[src/rtl/serial_word_pkg.sv]
`default_nettype none
// ============================================================================
// Module   : serial_word_pkg
// Brief    : Shared state and parity-polarity definitions for the assembler.
// Revision : 1.0 - initial release
// ============================================================================
package serial_word_pkg;

   typedef enum logic [0:0] {
      COLLECT = 1'b0,
      PARITY  = 1'b1
   } sw_state_t;

   typedef enum logic [0:0] {
      EVEN = 1'b0,
      ODD  = 1'b1
   } parity_pol_t;

   localparam parity_pol_t c_PARITY_POL = EVEN;

endpackage
`default_nettype wire

[src/rtl/sw_out_reg.sv]
`default_nettype none
// ============================================================================
// Module   : sw_out_reg
// Brief    : Single-entry valid/ready holding register with overflow pulse.
// Revision : 1.0 - initial release
// ============================================================================
module sw_out_reg
   import serial_word_pkg::*;
#(
   parameter int N = 8
) (
   input  logic         clk,
   input  logic         rst,
   input  logic         load,
   input  logic [N-1:0] word_in,
   input  logic         perr_in,
   input  logic         word_ready,
   output logic [N-1:0] word_out,
   output logic         word_valid,
   output logic         parity_err,
   output logic         overflow
);

   logic [N-1:0] r_word;
   logic         r_valid;
   logic         r_perr;
   logic         r_ovf;
   logic         w_free;

   // The slot can take a new word if empty or being drained this same cycle.
   assign w_free = ~r_valid | word_ready;

   always_ff @(posedge clk or posedge rst) begin
      if (rst) begin
         r_word  <= '0;
         r_valid <= 1'b0;
         r_perr  <= 1'b0;
         r_ovf   <= 1'b0;
      end else begin
         r_ovf <= load & ~w_free;
         if (load && w_free) begin
            r_word  <= word_in;
            r_perr  <= perr_in;
            r_valid <= 1'b1;
         end else if (r_valid && word_ready) begin
            r_valid <= 1'b0;
         end
      end
   end

   assign word_out   = r_word;
   assign word_valid = r_valid;
   assign parity_err = r_perr;
   assign overflow   = r_ovf;

endmodule
`default_nettype wire

[src/rtl/serial_word_assembler.sv]
`default_nettype none
// ============================================================================
// Module   : serial_word_assembler
// Brief    : Serial-in word assembler (either bit order) with a valid/ready
//            holding register. Define PARITY_CHECK_EN for per-word even parity.
// Revision : 1.0 - initial release
// ============================================================================
module serial_word_assembler
   import serial_word_pkg::*;
#(
   parameter int N = 8
) (
   input  logic                   clk,
   input  logic                   rst,
   input  logic                   flush,
   input  logic                   bit_in,
   input  logic                   bit_valid,
   input  logic                   msb_first,
   output logic [N-1:0]           word_out,
   output logic                   word_valid,
   input  logic                   word_ready,
   output logic                   overflow,
   output logic                   parity_err,
   output logic [$clog2(N+1)-1:0] bit_cnt
);

   localparam int                c_CNT_W = $clog2(N+1);
   localparam logic [c_CNT_W-1:0] c_LAST  = c_CNT_W'(N-1);

   sw_state_t          r_state, w_state_nxt;
   logic [N-1:0]       r_asm, w_asm_nxt, w_shifted, w_word;
   logic [c_CNT_W-1:0] r_cnt, w_cnt_nxt;
   logic               r_msb, w_msb_nxt, w_order;
   logic               w_done, w_perr;

   always_ff @(posedge clk or posedge rst) begin
      if (rst) begin
         r_state <= COLLECT;
         r_asm   <= '0;
         r_cnt   <= '0;
         r_msb   <= 1'b0;
      end else begin
         r_state <= w_state_nxt;
         r_asm   <= w_asm_nxt;
         r_cnt   <= w_cnt_nxt;
         r_msb   <= w_msb_nxt;
      end
   end

   always_comb begin
      // Bit order is sampled only on the first bit of a word.
      w_order     = (r_cnt == '0) ? msb_first : r_msb;
      w_shifted   = w_order ? {r_asm[N-2:0], bit_in} : {bit_in, r_asm[N-1:1]};
      w_state_nxt = r_state;
      w_asm_nxt   = r_asm;
      w_cnt_nxt   = r_cnt;
      w_msb_nxt   = r_msb;
      w_done      = 1'b0;
      w_word      = r_asm;
      w_perr      = 1'b0;
      if (flush) begin
         w_state_nxt = COLLECT;
         w_asm_nxt   = '0;
         w_cnt_nxt   = '0;
      end else if (bit_valid) begin
         case (r_state)
            COLLECT: begin
               w_asm_nxt = w_shifted;
               w_msb_nxt = w_order;
               if (r_cnt == c_LAST) begin
`ifdef PARITY_CHECK_EN
                  w_cnt_nxt   = c_CNT_W'(N);
                  w_state_nxt = PARITY;
`else
                  w_done    = 1'b1;
                  w_word    = w_shifted;
                  w_asm_nxt = '0;
                  w_cnt_nxt = '0;
`endif
               end else begin
                  w_cnt_nxt = r_cnt + c_CNT_W'(1);
               end
            end
`ifdef PARITY_CHECK_EN
            PARITY: begin
               w_done      = 1'b1;
               w_word      = r_asm;
               w_perr      = (^r_asm) ^ bit_in ^ (c_PARITY_POL == ODD);
               w_asm_nxt   = '0;
               w_cnt_nxt   = '0;
               w_state_nxt = COLLECT;
            end
`endif
            default: begin
               w_state_nxt = COLLECT;
               w_asm_nxt   = '0;
               w_cnt_nxt   = '0;
            end
         endcase
      end
   end

   assign bit_cnt = r_cnt;

   sw_out_reg #(
      .N (N)
   ) u_out_reg (
      .clk        (clk),
      .rst        (rst),
      .load       (w_done),
      .word_in    (w_word),
      .perr_in    (w_perr),
      .word_ready (word_ready),
      .word_out   (word_out),
      .word_valid (word_valid),
      .parity_err (parity_err),
      .overflow   (overflow)
   );

endmodule
`default_nettype wire
[config.mk]
export PLATFORM = sky130hd
export DESIGN_NAME = serial_word_assembler
export DESIGN_NICKNAME = d
export VERILOG_FILES = /design/src/rtl/serial_word_pkg.sv /design/src/rtl/sw_out_reg.sv /design/src/rtl/serial_word_assembler.sv
export SDC_FILE = /design/constraint.sdc
export NUM_CORES = 1
export LEC_CHECK = 0
export BUFFER_PORTS_ARGS = -buffer_cell sky130_fd_sc_hd__buf_2
export CAP_MARGIN = 5
export CORE_MARGIN = 2
export CORE_UTILIZATION = 58
export DETAILED_ROUTE_END_ITERATION = 10
export PLACE_DENSITY_LB_ADDON = 0.12
export SETUP_SLACK_MARGIN = 0.4
export SYNTH_ARGS = -nofsm -noshare
export SYNTH_HDL_FRONTEND = slang
export SYNTH_SLANG_ARGS = --single-unit
[constraint.sdc]
create_clock -name clk -period 2.3 [get_ports clk]
set_input_delay 0.115 -clock clk [delete_from_list [all_inputs] [get_ports clk]]
set_output_delay 0.115 -clock clk [all_outputs]
set_load 0.02 [all_outputs]
==> impl_metrics.py <==
metrics = {
    "synth": {
        "yosysWarnings": 0,
        "synthDominantCellAreaShare_pct": 46.6,
        "synthArstFlopShare_pct": 100,
        "synthCells": 97,
        "synth_common_cells": "mux2i_1 (25), dfrtp_1 (23), a22o_1 (8), mux2_4 (8)",
        "synth_area_sq_um": 1240,
        "synth.area.top_cells": "dfrtp_1 (47%), mux2i_1 (20%), mux2_4 (9.7%)",
        "syn_nets": 106,
        "yosysMostFrequentCell": "mux2i_1",
        "synth_area_per_cell_sq_um": 12.7,
        "ys_types": 22,
        "synth-main-ff-cell": "dfrtp_1",
        "seq_area_frac_synth_pct": 46.6,
        "synth_edf_count": 0,
        "yosys.area.top_type": "dfrtp_1",
        "ys_ff_latch": 23,
    },
    "status": {
        "outcome": "completed",
    },
    "timing": {
        "setup_viol": 0,
        "period_minus_slack_ns": 1.81,
        "fmax_mhz": 553,
        "layout_setup_ws_ns": 0.493,
        "final.setup.tns_ns": 0,
        "relSlewSlack_pct": 42.5,
        "skew_ns": 0.00990,
        "slew_violations": 0,
        "worstMarginPinSlew_ns": 0.862,
        "fin_crit_sh_pct": 78.6,
        "hold_viol_final": 0,
        "rsz0062_at_grt": "false",
    },
    "critical_path": {
        "worstPathMaxFanout": 8,
        "path_cells": "ha_1 > and3b_1 > and3_1 > mux2_4",
        "cp.required_ns": 2.49,
        "worstPathArrival_ns": 2.00,
        "end_kind": "register",
        "setup.worst_path.end": "u_out_reg.word_out[4]$_DFFE_PP0P_",
        "setup.worst_path.start": "bit_cnt[0]$_DFFE_PP0P_",
        "start_kind": "register",
        "r2r_cells": 4,
        "max_stage_delay_ns": 0.54,
        "critPathKind": "reg -> reg",
        "r2r_setup_slack_ns": 0.49,
        "rr_startpoint": "bit_cnt[0]$_DFFE_PP0P_",
        "cpMaxStageDelayCell": "and3_1",
        "r2r_end": "u_out_reg.word_out[4]$_DFFE_PP0P_",
    },
    "finish": {
        "num_antenna_cells": 0,
        "nNetsFinal": 128,
        "area_delta_synth_final_pct": 11.4,
        "fillers": 153,
        "fin_util_pct": 69.5,
        "drive_gt1_share_pct": 31.4,
        "fin_area_sq_um": 1380,
    },
    "route": {
        "num_vias": 805,
        "drtIter0Drc": 21,
        "first_pass_iters": 4,
        "drc_errors": 0,
        "viasPerCell": 5.55,
        "drt-wirelength-per-cell_um": 16.0,
        "final_antenna_net_count": 0,
        "drt-total-wl_mm": 2.31,
    },
    "job": {
        "drv_cap": 0,
    },
    "grt": {
        "grt_overflow": 0,
        "grt_pass1_wl_mm": 3.80,
        "grt_max_degree": 24,
        "grtUsageTotal_pct": 20.2,
        "antenna_found_initial": 0,
        "grt_pass1_vias": 805,
    },
    "place": {
        "hpwlAfterDp_mm": 1.62,
        "postPlaceCellArea_sq_um": 1340,
        "io_buffers": 20,
        "pre_cts_ws_ns": 0.511,
        "routabilityCongestion": 0.763,
    },
    "clock_network": {
        "numClockSinks": 23,
        "root_buffer": "clkbuf_4",
        "insertion_delay_ns": 0.30,
        "cts-htree-levels": 1,
        "clk_pin_slew_ns": 0.12,
        "cts_max_path_buffers": 2,
        "cts_tree": "built",
        "cts_setup_buffers": 0,
        "numCtsBuffers": 3,
    },
    "power": {
        "p_per_area_nw_per_um2": 532,
        "power_frac_seq_pct": 60.0,
        "p_leak_nw": 0.761,
        "ir_worst_vdd_v": 0.000368,
        "p_clk_share_pct": 24.7,
        "p_sw_w": 0.000194,
        "combPwrFrac_pct": 15.3,
        "p_int_w": 0.000539,
        "swShare_pct": 26.5,
    },
    "die": {
        "io_pins": 22,
        "rows": 16,
        "fp.dieH_um": 50.2,
        "die_w_um": 50.2,
        "coreArea_sq_um": 1980,
        "dieArea_sq_um": 2520,
        "start_util_pct": 62.4,
    },
    "hold_path": {
        "min_from": "flush",
        "hold_class": "in -> reg",
    },
}
## worst max-delay path: cells and delay by family (launching register included)
family,cells,cell delay (ns)
AND/OR/NAND/NOR,2,0.75
flip-flops,1,0.42
multiplexers,1,0.34
adder cells (fa/ha/maj),1,0.18
## through the flow
| stage | hold WS [ns] | instances | total power (W) |
|---|---|---|---|
| after detailed placement | 0.338 | 140 | 0.000558 |
| after global routing | 0.0497 | 145 | 0.000767 |
| after global placement | 0.322 | 140 | 0.000555 |
| final | 0.0477 | 145 | 0.000733 |
| after CTS | 0.0358 | 145 | 0.000743 |
| after floorplan | 0.117 | 97 | 0.000533 |
## layout make-up
class                      count  area [sq um]  area share, %
clock buffer                   4          26.3           1.91
sequential                    23           576           41.8
tap                           27          33.8           2.45
inverter                       4          15.0           1.09
multi-input combinational     64           602           43.7
timing repair buffer          23           125           9.08
## per-layer routing
metal,routed length [um],vias to the layer above,global-route usage [%]
li1,-,385,-
met4,12,0,6.94
met5,0,-,0
met3,81,2,2.68
met2,1130,16,32.0
met1,1090,402,28.4
## logic make-up (layout without fill, tap and decap cells)
logic type	after synthesis	after routing	synth area share, %
AO/OA/AOI/OAI	10	10	6.98
XOR/XNOR	1	1	0.709
adder cells (fa/ha/maj)	2	2	2.02
buffers and inverters	10	31	4.76
flip-flops	23	23	46.6
multiplexers	35	35	31.8
other	1	1	0.303
AND/OR/NAND/NOR	15	15	6.88
## worst min path at each step
stage / endpoint / slack [ns] / depth (start not counted)
floorplan: bit_cnt[0]$_DFFE_PP0P_ / 0.12 / 1
global route: bit_cnt[2]$_DFFE_PP0P_ / 0.05 / 2
CTS: bit_cnt[2]$_DFFE_PP0P_ / 0.04 / 2
global placement: u_out_reg.word_out[4]$_DFFE_PP0P_ / 0.32 / 2
finish: bit_cnt[2]$_DFFE_PP0P_ / 0.05 / 2
detailed placement: u_out_reg.word_out[5]$_DFFE_PP0P_ / 0.34 / 2
## cell usage in the layout, fill, tap and decap left out, types with 3 or more instances in the layout
master / count
inv_1: 4
dfrtp_1: 23
clkbuf_4: 3
mux2i_1: 25
nand2_1: 4
a22o_1: 8
buf_2: 20
mux2_4: 8
nor2_1: 4
## repair_timing
action / 4_1_cts / 5_1_grt
setup endpoints to repair: 0 / 0
gates resized for setup: 0 / 0
endpoints found under the hold margin: 23 / 0
hold buffers: 1 / 0
## state kept, by name (all words and copies together) (netlist names)
register              flops
r_msb                     1
u_out_reg.word_out        8
bit_cnt                   4
u_out_reg.overflow        1
r_asm                     8
u_out_reg.word_valid      1
## power by group through the flow
stage,registers (W),logic [W],clock network [W]
floorplan,0.000433,0.0000992,0
global placement,0.000447,0.000108,0
detailed placement,0.000448,0.000111,0
CTS,0.000440,0.000113,0.000191
global route,0.000444,0.000120,0.000203
finish,0.000440,0.000112,0.000181
Note: power is estimated with default switching activity, not from simulation.
